[config.mk]
export PLATFORM = sky130hd
export DESIGN_NAME = pc_gen_flat
export DESIGN_NICKNAME = d
export VERILOG_FILES = /design/src/rtl/pc_gen_if.sv /design/src/rtl/pc_gen.sv /design/src/flat_wrapper.sv
export SDC_FILE = /design/constraint.sdc
export NUM_CORES = 1
export LEC_CHECK = 0
export BUFFER_PORTS_ARGS = -buffer_cell sky130_fd_sc_hd__clkbuf_2
export CAP_MARGIN = 20
export CORE_AREA = 2 2 55 57
export CTS_CLUSTER_DIAMETER = 200
export DETAILED_ROUTE_END_ITERATION = 12
export DIE_AREA = 0 0 57 59
export HOLD_SLACK_MARGIN = 0.03
export PLACE_DENSITY = 0.78
export SYNTH_ARGS = -nofsm -noshare
export SYNTH_HDL_FRONTEND = slang
export SYNTH_SLANG_ARGS = --single-unit
[constraint.sdc]
create_clock -name clk -period 2.8 [get_ports clk]
set_clock_uncertainty 0.1 [all_clocks]
set_input_delay 0.56 -clock clk [delete_from_list [all_inputs] [get_ports clk]]
set_output_delay 0.56 -clock clk [all_outputs]
set_load 0.1 [all_outputs]
[src/rtl/pc_gen_if.sv]
// Handshake bundle between the fetch-control logic and pc_gen.
// The master side drives redirect/stall/RAS requests; the slave side (pc_gen) returns PC and RAS status.
interface pc_gen_if #(
  parameter int WIDTH     = 16,
  parameter int RAS_DEPTH = 4
);
  localparam int CW = $clog2(RAS_DEPTH + 1);

  logic             stall;
  logic             flush_valid;
  logic [WIDTH-1:0] flush_target;
  logic             redirect_valid;
  logic [WIDTH-1:0] redirect_target;
  logic             ras_push;
  logic             ras_pop;
  logic [WIDTH-1:0] pc_cur;
  logic [WIDTH-1:0] pc_next;
  logic [CW-1:0]    ras_count;
  logic             ras_empty;
  logic             ras_overflow;
  logic             ras_underflow;

  modport master (
    output stall, flush_valid, flush_target, redirect_valid, redirect_target,
           ras_push, ras_pop,
    input  pc_cur, pc_next, ras_count, ras_empty, ras_overflow, ras_underflow
  );

  modport slave (
    input  stall, flush_valid, flush_target, redirect_valid, redirect_target,
           ras_push, ras_pop,
    output pc_cur, pc_next, ras_count, ras_empty, ras_overflow, ras_underflow
  );
endinterface

[src/rtl/pc_gen.sv]
// Program-counter generator with flush/redirect/stall priority and an optional circular
// return-address stack, compiled in only when PC_GEN_RAS_EN is defined.
module pc_gen #(
  parameter int WIDTH     = 16,
  parameter int INC       = 1,
  parameter int RESET_VEC = 0,
  parameter int RAS_DEPTH = 4
) (
  input logic    clk,
  input logic    reset_n,
  pc_gen_if.slave bus
);
  localparam int               CW    = $clog2(RAS_DEPTH + 1);
  localparam logic [WIDTH-1:0] INC_W = WIDTH'(INC);
  localparam logic [WIDTH-1:0] RST_W = WIDTH'(RESET_VEC);

  logic [WIDTH-1:0] pc_cur;
  logic [WIDTH-1:0] pc_inc;
  logic [WIDTH-1:0] pc_next;
  logic             advance;

  assign pc_inc  = pc_cur + INC_W;
  assign advance = ~bus.flush_valid & ~bus.redirect_valid & ~bus.stall;

`ifdef PC_GEN_RAS_EN
  localparam int PW = $clog2(RAS_DEPTH);

  logic [WIDTH-1:0] ras_mem [RAS_DEPTH];
  logic [PW-1:0]    top_ptr;
  logic [PW-1:0]    wr_ptr;
  logic [CW-1:0]    ras_count;
  logic             ras_overflow;
  logic             ras_underflow;
  logic             ras_empty;
  logic             ras_full;
  logic             do_push;
  logic             do_pop;

  assign ras_empty = (ras_count == '0);
  assign ras_full  = (ras_count == CW'(RAS_DEPTH));
  assign do_push   = advance & bus.ras_push;
  assign do_pop    = advance & bus.ras_pop & ~ras_empty;
  // A push paired with a real pop replaces the top in place instead of growing the stack.
  assign wr_ptr    = do_pop ? top_ptr : top_ptr + PW'(1);

  always_comb begin
    pc_next = pc_inc;
    if (bus.flush_valid)         pc_next = bus.flush_target;
    else if (bus.redirect_valid) pc_next = bus.redirect_target;
    else if (bus.stall)          pc_next = pc_cur;
    else if (do_pop)             pc_next = ras_mem[top_ptr];
  end

  always_ff @(posedge clk or negedge reset_n) begin
    if (!reset_n) begin
      top_ptr       <= '0;
      ras_count     <= '0;
      ras_overflow  <= 1'b0;
      ras_underflow <= 1'b0;
    end else begin
      ras_overflow  <= do_push & ~do_pop & ras_full;
      ras_underflow <= advance & bus.ras_pop & ~bus.ras_push & ras_empty;
      if (do_push && !do_pop) begin
        top_ptr <= top_ptr + PW'(1);
        if (!ras_full) ras_count <= ras_count + CW'(1);
      end else if (do_pop && !do_push) begin
        top_ptr   <= top_ptr - PW'(1);
        ras_count <= ras_count - CW'(1);
      end
    end
  end

  // Entry contents are never reset; they are hidden behind ras_count.
  always_ff @(posedge clk) begin
    if (do_push) ras_mem[wr_ptr] <= pc_inc;
  end

  assign bus.ras_count     = ras_count;
  assign bus.ras_empty     = ras_empty;
  assign bus.ras_overflow  = ras_overflow;
  assign bus.ras_underflow = ras_underflow;
`else
  logic unused_ras;

  assign unused_ras = bus.ras_push ^ bus.ras_pop ^ advance;

  always_comb begin
    pc_next = pc_inc;
    if (bus.flush_valid)         pc_next = bus.flush_target;
    else if (bus.redirect_valid) pc_next = bus.redirect_target;
    else if (bus.stall)          pc_next = pc_cur;
  end

  assign bus.ras_count     = '0;
  assign bus.ras_empty     = 1'b1;
  assign bus.ras_overflow  = 1'b0;
  assign bus.ras_underflow = 1'b0;
`endif

  always_ff @(posedge clk or negedge reset_n) begin
    if (!reset_n) pc_cur <= RST_W;
    else          pc_cur <= pc_next;
  end

  assign bus.pc_cur  = pc_cur;
  assign bus.pc_next = pc_next;
endmodule

[src/flat_wrapper.sv]
// flat-port wrapper written by rule: the top's interface ports become plain ports
module pc_gen_flat 
#(
  parameter int WIDTH     = 16,
  parameter int INC       = 1,
  parameter int RESET_VEC = 0,
  parameter int RAS_DEPTH = 4
)
  (clk, reset_n, bus_stall, bus_flush_valid, bus_flush_target, bus_redirect_valid, bus_redirect_target, bus_ras_push, bus_ras_pop, bus_pc_cur, bus_pc_next, bus_ras_count, bus_ras_empty, bus_ras_overflow, bus_ras_underflow);
  pc_gen_if #(.WIDTH(WIDTH), .RAS_DEPTH(RAS_DEPTH)) bus_i ();
  input logic clk;
  input logic reset_n;
  input wire logic [$bits(bus_i.stall)-1:0] bus_stall;
  input wire logic [$bits(bus_i.flush_valid)-1:0] bus_flush_valid;
  input wire logic [$bits(bus_i.flush_target)-1:0] bus_flush_target;
  input wire logic [$bits(bus_i.redirect_valid)-1:0] bus_redirect_valid;
  input wire logic [$bits(bus_i.redirect_target)-1:0] bus_redirect_target;
  input wire logic [$bits(bus_i.ras_push)-1:0] bus_ras_push;
  input wire logic [$bits(bus_i.ras_pop)-1:0] bus_ras_pop;
  output wire logic [$bits(bus_i.pc_cur)-1:0] bus_pc_cur;
  output wire logic [$bits(bus_i.pc_next)-1:0] bus_pc_next;
  output wire logic [$bits(bus_i.ras_count)-1:0] bus_ras_count;
  output wire logic [$bits(bus_i.ras_empty)-1:0] bus_ras_empty;
  output wire logic [$bits(bus_i.ras_overflow)-1:0] bus_ras_overflow;
  output wire logic [$bits(bus_i.ras_underflow)-1:0] bus_ras_underflow;
  assign bus_i.stall = bus_stall;
  assign bus_i.flush_valid = bus_flush_valid;
  assign bus_i.flush_target = bus_flush_target;
  assign bus_i.redirect_valid = bus_redirect_valid;
  assign bus_i.redirect_target = bus_redirect_target;
  assign bus_i.ras_push = bus_ras_push;
  assign bus_i.ras_pop = bus_ras_pop;
  assign bus_pc_cur = bus_i.pc_cur;
  assign bus_pc_next = bus_i.pc_next;
  assign bus_ras_count = bus_i.ras_count;
  assign bus_ras_empty = bus_i.ras_empty;
  assign bus_ras_overflow = bus_i.ras_overflow;
  assign bus_ras_underflow = bus_i.ras_underflow;
  pc_gen #(.WIDTH(WIDTH), .INC(INC), .RESET_VEC(RESET_VEC), .RAS_DEPTH(RAS_DEPTH)) u_core (.clk(clk), .reset_n(reset_n), .bus(bus_i));
endmodule
==> run summary, run 1 <==
========================================================================================
Share of the clock period used by the worst path after layout                       101%
Largest register FFs                                                                  16
Post-synthesis async set-or-reset flop share                                        100%
Routed len/inst                                                                  16.3 um
Quantity of hold-fixing buffers added after cts                                        0
Reg2reg setup slack                                                              0.90 ns
Layout cell share with drive strength beyond 1                                     61.7%
Via count of the first global-routing pass                                         1,315
Layer with the highest usage after global routing                                   met2
Final #Nets                                                                          247
Type of the worst min-delay path                                            input port to async pin
Max-cap violations                                                                     0
Mean Syn Cell Area                                                             8.80 um^2
Power density relative to cell area                                          577 nW/um^2
Number of pins exceeding their max-slew limit in the final report                      0
Largest registers ranked by flip-flop count                                 u_core.bus.pc_cur (16)
Post-synthesis to final-layout area growth                                         81.1%
Setup repair after global routing missed its margin                                  yes
Cell family contributing the most delay on the critical path                simple AND/OR/NAND/NOR gates
Core Region                                                                    2710 um^2
Final hold slack                                                               0.0732 ns
Worst setup slack before clock tree synthesis                                   0.120 ns
Global routing met1 resource utilization                                           27.0%
GRT met2 Usage                                                                     42.2%
Maximum number of pins on one net before global-route repair                          17
Final period demand of the worst path                                            2.82 ns
Endpoint class of the critical path                                         primary output
Maximum clock insertion buffer count                                                   2
Area of combinational cells with multiple inputs                                752 um^2
Floorplan row count                                                                   19
Detailed Route Iter0 Violations                                                       36
Sequential element share of the synthesized area                                   36.4%
Number of unique standard cell types used by synthesis                                40
Most common library cell in the layout ignoring fill and taps               sky130_fd_sc_hd__clkbuf_2
Mapped Area                                                                    1100 um^2
Global-route wire length before repair                                           6060 um
Register ranked first by flip-flop count                                    u_core.bus.pc_cur
Chip Width                                                                         57 um
Yosys warning count                                                                    0
Total half-perimeter wirelength after legalization and detailed placement        2830 um
IO buf count                                                                          68
Main synth FF type                                                          sky130_fd_sc_hd__dfrtp_1
Maximum resistive drop on vdd                                                   0.427 mV
Hold violation count in the final report                                               0
Routed Antenna Nets                                                                    0
Number of antenna violations at the first check in global routing                      0
Delay of the slowest critical-path stage                                         0.55 ns
Final count of negative-setup-slack endpoints                                          1
Critical path buffers and inverters                                                    1
Clock transition at the registers of the reported paths                          0.11 ns
TritonCTS clock tree                                                                 yes
Worst-Margin Slew                                                               0.555 ns
Arrival time worst endpoint                                                      2.16 ns
Critical path launch point type                                                     flop
Register area                                                                   454 um^2
Library cell used as clock root buffer                                      sky130_fd_sc_hd__clkbuf_4
Starting Density                                                                   40.6%
Number of fill cells in the layout                                                   204
Static leakage power                                                            0.881 nW
Count of antenna diodes in the layout                                                  0
Maximum fanout encountered on the critical timing path                                 4
Failing checks                                                              setup timing
First-pass iteration count of the detailed router                                      4
Status                                                                      finished with violations
WP data required                                                                 2.14 ns
Clk_lat worst skew                                                               0.29 ns
Number of instances in the synthesized netlist                                       125
Ratio of routed vias to standard cells                                              5.49
DRC Markers                                                                            0
Most used cells in the layout excluding fill and tap cells                  53 x sky130_fd_sc_hd__clkbuf_2, 19 x sky130_fd_sc_hd__buf_4, 14 x sky130_fd_sc_hd__nand2_1, 14 x sky130_fd_sc_hd__buf_12, 14 x sky130_fd_sc_hd__dfrtp_4
Class of the most critical setup path                                       flop to primary output
Crit-path slowest cell                                                      sky130_fd_sc_hd__or4_4
DRT Wirelength                                                                   3860 um
Routed via count                                                                   1,300
Cells along the critical path                                               nand4_1 -> or4_4 -> and3_4 -> or3_4 -> buf_12
Worst slew margin relative to its limit                                            63.2%
Total I/O pin count                                                                   77
Clk sinks                                                                             16
Weighted congestion at the end of routability-driven global placement              0.831
Overall Global Routing Usage                                                       23.3%
GRT met3 Usage                                                                     3.71%
Number of synthesized flops with an enable pin                                         0
Final global-route overflow total                                                      0
Post-synthesis register bit count                                                     16
CTS buffer count                                                                       3
Die area                                                                       3360 um^2
H-tree level count                                                                     1
Final setup slack of the worst path                                           -0.0213 ns
Die Y                                                                              59 um
Highest clock rate                                                               354 MHz
========================================================================================
==> stage by stage <==
step / utilization (%) / total power, mW / cell area, um^2 / TNS (ns) / cells
3_5_place_dp: 67.8 / 0.958 / 1840 / 0 / 221
4_1_cts: 71.7 / 1.13 / 1940 / 0 / 233
3_3_place_gp: 67.8 / 0.947 / 1840 / 0 / 221
2_1_floorplan: - / 0.786 / 1270 / -0.0208 / 129
5_1_grt: 73.5 / 1.19 / 1990 / -0.108 / 237
6_report: 73.5 / 1.15 / 1990 / -0.0213 / 237
==> worst paths after layout <==
check	start	endpoint	depth (start not counted)
setup / recovery	u_core.bus.pc_cur[3]	bus_pc_next[15]	5
hold / removal	reset_n	u_core.bus.pc_cur[3]	1
setup reg to reg	u_core.bus.pc_cur[3]	u_core.bus.pc_cur[15]	4
hold reg to reg	u_core.bus.pc_cur[15]	u_core.bus.pc_cur[15]	2
max in group asynchronous	reset_n	u_core.bus.pc_cur[7]	1
min in group clk	bus_flush_target[4]	u_core.bus.pc_cur[4]	3
==> cells in the mapped netlist (2+ instances only) <==
| cell | n | area share, % |
|---|---|---|
| sky130_fd_sc_hd__nand3_1 | 3 | 1.4 |
| sky130_fd_sc_hd__nand2_1 | 14 | 4.8 |
| sky130_fd_sc_hd__a22oi_1 | 6 | 4.1 |
| sky130_fd_sc_hd__nand4_1 | 3 | 1.7 |
| sky130_fd_sc_hd__inv_1 | 3 | 1.0 |
| sky130_fd_sc_hd__buf_4 | 6 | 4.1 |
| sky130_fd_sc_hd__dfrtp_1 | 16 | 36 |
| sky130_fd_sc_hd__nor3b_1 | 2 | 1.4 |
| sky130_fd_sc_hd__mux2i_1 | 5 | 4.6 |
| sky130_fd_sc_hd__a21oi_1 | 4 | 1.8 |
| sky130_fd_sc_hd__nand4b_1 | 2 | 1.6 |
| sky130_fd_sc_hd__nor2_1 | 3 | 1.0 |
| sky130_fd_sc_hd__xnor2_1 | 7 | 5.6 |
| sky130_fd_sc_hd__o22ai_1 | 3 | 1.7 |
| sky130_fd_sc_hd__o21ai_0 | 6 | 2.7 |
| sky130_fd_sc_hd__nor4_1 | 4 | 2.3 |
| sky130_fd_sc_hd__nor3_1 | 7 | 3.2 |
| sky130_fd_sc_hd__conb_1 | 2 | 0.68 |
| sky130_fd_sc_hd__xor2_1 | 3 | 2.4 |
| sky130_fd_sc_hd__clkbuf_1 | 6 | 2.0 |
==> what timing repair did <==
item / 4_1_cts / 5_1_grt
pin swaps: 5 / 0
endpoints found under the setup margin: 3 / 5
gates resized for setup: 3 / 5
setup buffers: 8 / 4
==> cells by family after synthesis <==
group,after synthesis,share of synthesized area [%]
compound gates,26,15.8
xor+xnor,10,7.96
fa+ha+maj,1,1.14
buf+inv,17,7.96
flops,16,36.4
mux,5,4.55
other cells,2,0.683
simple gates,48,25.5
==> routing by layer <==
metal  wire (um)  share of wire (%)
met1        1490                 39
met2        2010                 52
met3         268                6.9
met4          84                2.2
met5           0                  0
==> area by class of cell <==
cell class	instances	share of cell area, %
clock buffers	4	1.82
flip-flops and latches	16	22.8
inverters	3	0.565
repair buffers	87	35.1
well taps	31	1.95
multi-input cells	96	37.8
==> power breakdown <==
group / leakage, nW / internal (mW) / switching (mW)
combinational: 0.685 / 0.188 / 0.506
clock: 0.0210 / 0.0792 / 0.0819
sequential: 0.175 / 0.266 / 0.0265
Note: power is estimated with default switching activity, not from simulation.
==> run 2: changes to the inputs <==
--- a/config.mk
+++ b/config.mk
@@ -8,6 +8,7 @@
 export BUFFER_PORTS_ARGS = -buffer_cell sky130_fd_sc_hd__clkbuf_2
 export CAP_MARGIN = 20
 export CORE_AREA = 2 2 55 57
+export CTS_BUF_LIST = sky130_fd_sc_hd__clkbuf_4
 export CTS_CLUSTER_DIAMETER = 200
 export DETAILED_ROUTE_END_ITERATION = 12
 export DIE_AREA = 0 0 57 59
==> run summary, run 2 (synthesis gave the netlist of run 1 again) <==
========================================================================================
Status                                                                      finished with violations
Failing checks                                                              setup timing
Routed via count                                                                   1,325   +1.9%
Power density relative to cell area                                          568 nW/um^2   -1.5%
Static leakage power                                                            0.876 nW   -0.55%
Type of the worst min-delay path                                            input port to async pin
Maximum clock insertion buffer count                                                   2   unchanged
Launch point of the worst reg-to-reg path                                   u_core.bus.pc_cur[0]
TritonCTS clock tree                                                                 yes
DRC Markers                                                                            0   unchanged
Reg2reg setup slack                                                              0.88 ns   -0.02 ns
Core Util, Final                                                                   73.0%   -0.46 points
Worst slew margin relative to its limit                                            63.3%   +0.14 points
Ratio of routed vias to standard cells                                              5.59   +1.9%
Hold violation count in the final report                                               0   unchanged
Chip Width                                                                         57 um   unchanged
Maximum number of pins on one net before global-route repair                          17   unchanged
Clk sinks                                                                             16   unchanged
Highest clock rate                                                               352 MHz   -0.61%
Class of the most critical setup path                                       flop to primary output
Global-route wire length before repair                                           5970 um   -1.5%
Clock transition at the registers of the reported paths                          0.11 ns   about the same
Final setup slack of the worst path                                           -0.0386 ns   -0.0173 ns
Total I/O pin count                                                                   77   unchanged
CTS buffer count                                                                       3   unchanged
Weighted congestion at the end of routability-driven global placement              0.831   unchanged
Number of fill cells in the layout                                                   211   +3.4%
Arrival time worst endpoint                                                      2.18 ns   +0.02 ns
Non-filler instance count after layout                                               237   unchanged
Number of pins exceeding their max-slew limit in the final report                      0   unchanged
Setup repair after global routing missed its margin                                  yes
Area after DPL                                                                 1840 um^2   unchanged
Largest register FFs                                                                  16   unchanged
Clk_lat worst skew                                                               0.30 ns   about the same
Final global-route overflow total                                                      0   unchanged
WP data required                                                                 2.14 ns   about the same
Count of antenna diodes in the layout                                                  0   unchanged
Floorplan row count                                                                   19   unchanged
Library cell used as clock root buffer                                      sky130_fd_sc_hd__clkbuf_4
Worst-Margin Slew                                                               0.553 ns   -0.00216 ns
Worst reg2reg path endpoint                                                 u_core.bus.pc_cur[10]
Max-cap violations                                                                     0   unchanged
Endpoint class of the critical path                                         primary output
DRT Wirelength                                                                   3970 um   +2.9%
Final count of negative-setup-slack endpoints                                          2   +1
Core Region                                                                    2710 um^2   unchanged
Layout Cell Area excl Fill                                                     1980 um^2   -0.63%
Count of placed standard cells including taps                                        221   unchanged
Register ranked first by flip-flop count                                    u_core.bus.pc_cur
Total half-perimeter wirelength after legalization and detailed placement        2830 um   unchanged
Die area                                                                       3360 um^2   unchanged
Maximum resistive drop on vdd                                                   0.424 mV   -0.78%
IO buf count                                                                          68   unchanged
Worst Reg2Reg Path Length in Cells                                                     5   +1
Starting Density                                                                   40.6%   unchanged
Routed Antenna Nets                                                                    0   unchanged
Quantity of hold-fixing buffers added after cts                                        0   unchanged
Critical path launch point type                                                     flop
Most common library cell in the layout ignoring fill and taps               sky130_fd_sc_hd__clkbuf_2
Largest registers ranked by flip-flop count                                 u_core.bus.pc_cur (16)
Layout cell share with drive strength beyond 1                                     60.7%   -0.97 points
Die Y                                                                              59 um   unchanged
Most used cells in the layout excluding fill and tap cells                  53 x sky130_fd_sc_hd__clkbuf_2, 19 x sky130_fd_sc_hd__buf_4, 14 x sky130_fd_sc_hd__nand2_1, 14 x sky130_fd_sc_hd__buf_12, 14 x sky130_fd_sc_hd__dfrtp_4
Overall Global Routing Usage                                                       22.9%   -0.37 points
Routed len/inst                                                                  16.7 um   +2.9%
H-tree level count                                                                     1   unchanged
Final period demand of the worst path                                            2.84 ns   +0.0173 ns
Final #Nets                                                                          247   unchanged
Number of antenna violations at the first check in global routing                      0   unchanged
Post-synthesis to final-layout area growth                                         80.0%
Share of the clock period used by the worst path after layout                       101%   +0.62 points
First-pass iteration count of the detailed router                                      4   unchanged
Worst setup slack before clock tree synthesis                                   0.120 ns   unchanged
Detailed Route Iter0 Violations                                                       25   -31%
Maximum fanout encountered on the critical timing path                                 4   unchanged
Via count of the first global-routing pass                                         1,293   -1.7%
========================================================================================
-- run 2: changes by cell type in the layout (fill, tap and decap cells not counted), sizes merged --
| cell | change |
|---|---|
| clkbuf | -1 |
| clkinv | +1 |
-- run 2: final cells by class --
cell class,instances,area [um^2],share of cell area [%]
multi-input cells,96,749,37.9
clock inverters,1,3.75,0.190
inverters,3,11.3,0.569
flip-flops and latches,16,454,22.9
well taps,31,38.8,1.96
clock buffers,3,22.5,1.14
repair buffers,87,699,35.3
-- run 2: metal layers --
layer,track usage [%],wire (um),vias up
li1,-,-,609
met1,26.7,1490,639
met2,41.2,2070,66
met3,3.93,314,11
met4,10.3,93,0
met5,0,0,-
-- run 2: worst max-delay path, cell delays in order, from the launching register on --
cell and delay [ns]:
sky130_fd_sc_hd__dfrtp_4 0.46, sky130_fd_sc_hd__nand4_1 0.15, sky130_fd_sc_hd__or4_4 0.55, sky130_fd_sc_hd__and3_4 0.19, sky130_fd_sc_hd__or3_4 0.34, sky130_fd_sc_hd__buf_12 0.18
-- run 2: per-stage QoR --
stage | setup TNS (ns) | hold WS (ns) | total power, mW
2_1_floorplan | -0.0208 | 0.164 | 0.786
3_3_place_gp | 0 | 0.405 | 0.947
3_5_place_dp | 0 | 0.413 | 0.958
4_1_cts | -0.0581 | 0.0934 | 1.10
5_1_grt | -0.289 | 0.0858 | 1.16
6_report | -0.0736 | 0.0617 | 1.12
-- run 2: timing repair --
action,4_1_cts,5_1_grt
endpoints found under the setup margin,3,5
buffers inserted,7,5
gates resized for setup,1,6
pin swaps,4,1
-- run 2: worst max path at each step --
stage,start,endpoint,slack (ns)
final,u_core.bus.pc_cur[4],bus_pc_next[15],-0.04
after global routing,u_core.bus.pc_cur[0],bus_pc_next[10],-0.11
after CTS,u_core.bus.pc_cur[0],bus_pc_next[10],-0.04
after detailed placement,bus_stall,bus_pc_next[15],0.12
after global placement,bus_stall,bus_pc_next[15],0.14
after floorplan,u_core.bus.pc_cur[1],bus_pc_next[14],-0.02
-- run 2: report_power, final --
group,internal [mW],switching [mW],leakage [nW]
sequential,0.267,0.0288,0.175
clock,0.0521,0.0845,0.0154
combinational,0.187,0.505,0.685
total,0.505,0.619,0.876
==> run 3: changes to the inputs <==
--- a/config.mk
+++ b/config.mk
@@ -14,6 +14,7 @@
 export DIE_AREA = 0 0 57 59
 export HOLD_SLACK_MARGIN = 0.03
 export PLACE_DENSITY = 0.78
+export REMOVE_ABC_BUFFERS = 1
 export SYNTH_ARGS = -nofsm -noshare
 export SYNTH_HDL_FRONTEND = slang
 export SYNTH_SLANG_ARGS = --single-unit
==> constraint.sdc (replaced) <==
create_clock -name clk -period 3 [get_ports clk]
set_clock_uncertainty 0.1 [all_clocks]
set_input_delay 0.6 -clock clk [delete_from_list [all_inputs] [get_ports clk]]
set_output_delay 0.6 -clock clk [all_outputs]
set_load 0.1 [all_outputs]
==> run summary, run 3 (synthesis gave the netlist of run 1 again) <==
========================================================================================
Status                                                                         completed
Clk sinks                                                                             16   unchanged
Die Y                                                                              59 um   unchanged
Number of antenna violations at the first check in global routing                      0   unchanged
Crit-path slowest cell                                                      sky130_fd_sc_hd__or4_4
Critical path launch point type                                                     flop
Launch point of the worst reg-to-reg path                                   u_core.bus.pc_cur[10]
First-pass iteration count of the detailed router                                      4   unchanged
WP data required                                                                 2.30 ns   +0.16 ns
Routed Antenna Nets                                                                    0   unchanged
Worst setup startpoint                                                      u_core.bus.pc_cur[10]
H-tree level count                                                                     1   unchanged
Class of the most critical setup path                                       flop to primary output
Total half-perimeter wirelength after legalization and detailed placement        2560 um   -9.8%
Number of pins exceeding their max-slew limit in the final report                      0   unchanged
Worst setup slack before clock tree synthesis                                   0.113 ns   -0.00728 ns
Share of the clock period used by the worst path after layout                      98.0%
Net switching component of the power                                            0.542 mW   -12%
Final count of negative-setup-slack endpoints                                          0   -2
Combinational cell fraction of total power                                         59.8%   -1.8 points
Worst setup path end                                                        bus_pc_next[15]
Routed len/inst                                                                  14.6 um   -13%
Global-route wire length before repair                                           5180 um   -13%
IO buf count                                                                          68   unchanged
Worst slew margin relative to its limit                                            62.9%   -0.45 points
Clk_lat worst skew                                                               0.30 ns   about the same
Post-synthesis to final-layout area growth                                         54.8%
Final global-route overflow total                                                      0   unchanged
Worst-Margin Slew                                                               0.559 ns   +0.00683 ns
Maximum resistive drop on vdd                                                   0.363 mV   -14%
Arrival time worst endpoint                                                      2.24 ns   +0.06 ns
Chip Width                                                                         57 um   unchanged
Register ranked first by flip-flop count                                    u_core.bus.pc_cur
DRC Markers                                                                            0   unchanged
Clock transition at the registers of the reported paths                          0.10 ns   about the same
Part of the power in the clock network                                             12.5%   +0.3 points
Layout cell share with drive strength beyond 1                                     44.1%   -17 points
Highest clock rate                                                               340 MHz
Count of placed standard cells including taps                                        220   -0.45%
Switching portion of total power                                                   56.0%   +0.94 points
DRT Wirelength                                                                   3300 um   -17%
Ratio of routed vias to standard cells                                              5.35   -4.4%
Most common library cell in the layout ignoring fill and taps               sky130_fd_sc_hd__clkbuf_2
Final #Nets                                                                          236   -4.5%
Largest registers ranked by flip-flop count                                 u_core.bus.pc_cur (16)
Weighted congestion at the end of routability-driven global placement              0.822   -1.1%
Quantity of hold-fixing buffers added after cts                                        0   unchanged
Max-cap violations                                                                     0   unchanged
Critical path buffers and inverters                                                    1   unchanged
Number of fill cells in the layout                                                   236   +12%
Worst Reg2Reg Path Length in Cells                                                     4   -1
Internal Dissipation                                                            0.426 mW   -16%
Endpoint class of the critical path                                         primary output
Most used cells in the layout excluding fill and tap cells                  55 x sky130_fd_sc_hd__clkbuf_2, 14 x sky130_fd_sc_hd__nand2_1, 13 x sky130_fd_sc_hd__buf_12, 13 x sky130_fd_sc_hd__dfrtp_1, 8 x sky130_fd_sc_hd__buf_4
Static leakage power                                                            0.801 nW   -8.6%
Final setup slack of the worst path                                            0.0592 ns   +0.0978 ns
Worst reg2reg path endpoint                                                 u_core.bus.pc_cur[15]
Count of antenna diodes in the layout                                                  0   unchanged
Maximum clock insertion buffer count                                                   2   unchanged
Maximum number of pins on one net before global-route repair                          17   unchanged
Starting Density                                                                   40.6%   unchanged
Reg2reg setup slack                                                              1.02 ns   +0.14 ns
Core Region                                                                    2710 um^2   unchanged
Die area                                                                       3360 um^2   unchanged
Logic depth of the worst setup path including buffers                                  5   unchanged
Detailed Route Iter0 Violations                                                       30   +20%
Hold violation count in the final report                                               0   unchanged
Type of the worst min-delay path                                            input port to async pin
Non-filler instance count after layout                                               226   -4.6%
Floorplan row count                                                                   19   unchanged
Sequential group share of total power                                              27.7%   +1.4 points
Routed via count                                                                   1,208   -8.8%
TritonCTS clock tree                                                                 yes
Cell family contributing the most delay on the critical path                simple AND/OR/NAND/NOR gates
CTS buffer count                                                                       3   unchanged
Library cell used as clock root buffer                                      sky130_fd_sc_hd__clkbuf_4
Cells along the critical path                                               nand4_1 -> or4_4 -> and3_1 -> or3_1 -> buf_12
Power density relative to cell area                                          569 nW/um^2   +0.21%
Largest register FFs                                                                  16   unchanged
Final period demand of the worst path                                            2.94 ns
Via count of the first global-routing pass                                         1,153   -11%
Maximum fanout encountered on the critical timing path                                 4   unchanged
Overall Global Routing Usage                                                       20.4%   -2.4 points
Total I/O pin count                                                                   77   unchanged
Delay of the slowest critical-path stage                                         0.56 ns   about the same
========================================================================================
## run 3: cell count changes in the layout (fill, tap and decap cells not counted), sizes merged
cell	change
buf	-13
clkbuf	+2
## run 3: layout make-up
cell class | instances | area, um^2 | share of cell area [%]
clock buffer | 3 | 22.5 | 1.32
sequential | 16 | 404 | 23.7
multi-input combinational | 96 | 627 | 36.8
tap | 31 | 38.8 | 2.28
clock inverter | 1 | 3.75 | 0.220
timing repair buffer | 76 | 596 | 35.0
inverter | 3 | 11.3 | 0.661
## run 3: how the worst min path moves through the flow
stage | startpoint | endpoint | slack, ns
floorplan | reset_n | u_core.bus.pc_cur[0] | 0.20
global placement | reset_n | u_core.bus.pc_cur[0] | 0.45
detailed placement | reset_n | u_core.bus.pc_cur[0] | 0.46
CTS | reset_n | u_core.bus.pc_cur[4] | 0.12
global route | reset_n | u_core.bus.pc_cur[5] | 0.14
finish | reset_n | u_core.bus.pc_cur[14] | 0.12
## run 3: per-layer routing
| layer | up-vias | track usage (%) | share of wire, % |
|---|---|---|---|
| met5 | - | 0 | 0 |
| met2 | 51 | 34.8 | 51 |
| met4 | 0 | 9.97 | 2.0 |
| met3 | 6 | 4.80 | 6.1 |
| met1 | 567 | 24.4 | 41 |
| li1 | 584 | - | - |
## run 3: worst reg2reg max path: stages (launching register included)
cell                      delay, ns
sky130_fd_sc_hd__dfrtp_1       0.43
sky130_fd_sc_hd__nand4_1       0.16
sky130_fd_sc_hd__or4_4         0.56
sky130_fd_sc_hd__and3_1        0.19
sky130_fd_sc_hd__or3_1         0.42
## run 3: power groups by stage
stage	Combinational, mW	Clock [mW]	Sequential [mW]
2_1_floorplan	0.257	0	0.422
3_3_place_gp	0.571	0	0.271
3_5_place_dp	0.575	0	0.272
4_1_cts	0.576	0.126	0.268
5_1_grt	0.600	0.135	0.271
6_report	0.579	0.121	0.269
## run 3: per-stage QoR
| step | hold WS, ns | util [%] | power [mW] | area (um^2) | setup TNS [ns] |
|---|---|---|---|---|---|
| 2_1_floorplan | 0.204 | - | 0.679 | 1040 | -26.86 |
| 3_3_place_gp | 0.453 | 61.2 | 0.842 | 1660 | 0 |
| 3_5_place_dp | 0.457 | 61.2 | 0.847 | 1660 | 0 |
| 4_1_cts | 0.125 | 62.1 | 0.970 | 1680 | 0 |
| 5_1_grt | 0.136 | 62.8 | 1.01 | 1700 | -0.0103 |
| 6_report | 0.120 | 62.8 | 0.969 | 1700 | 0 |
## run 3: repair_timing
| item | CTS | global route |
|---|---|---|
| gates resized for setup | 0 | 3 |
| setup buffers | 0 | 2 |
| setup endpoints to repair | 0 | 2 |
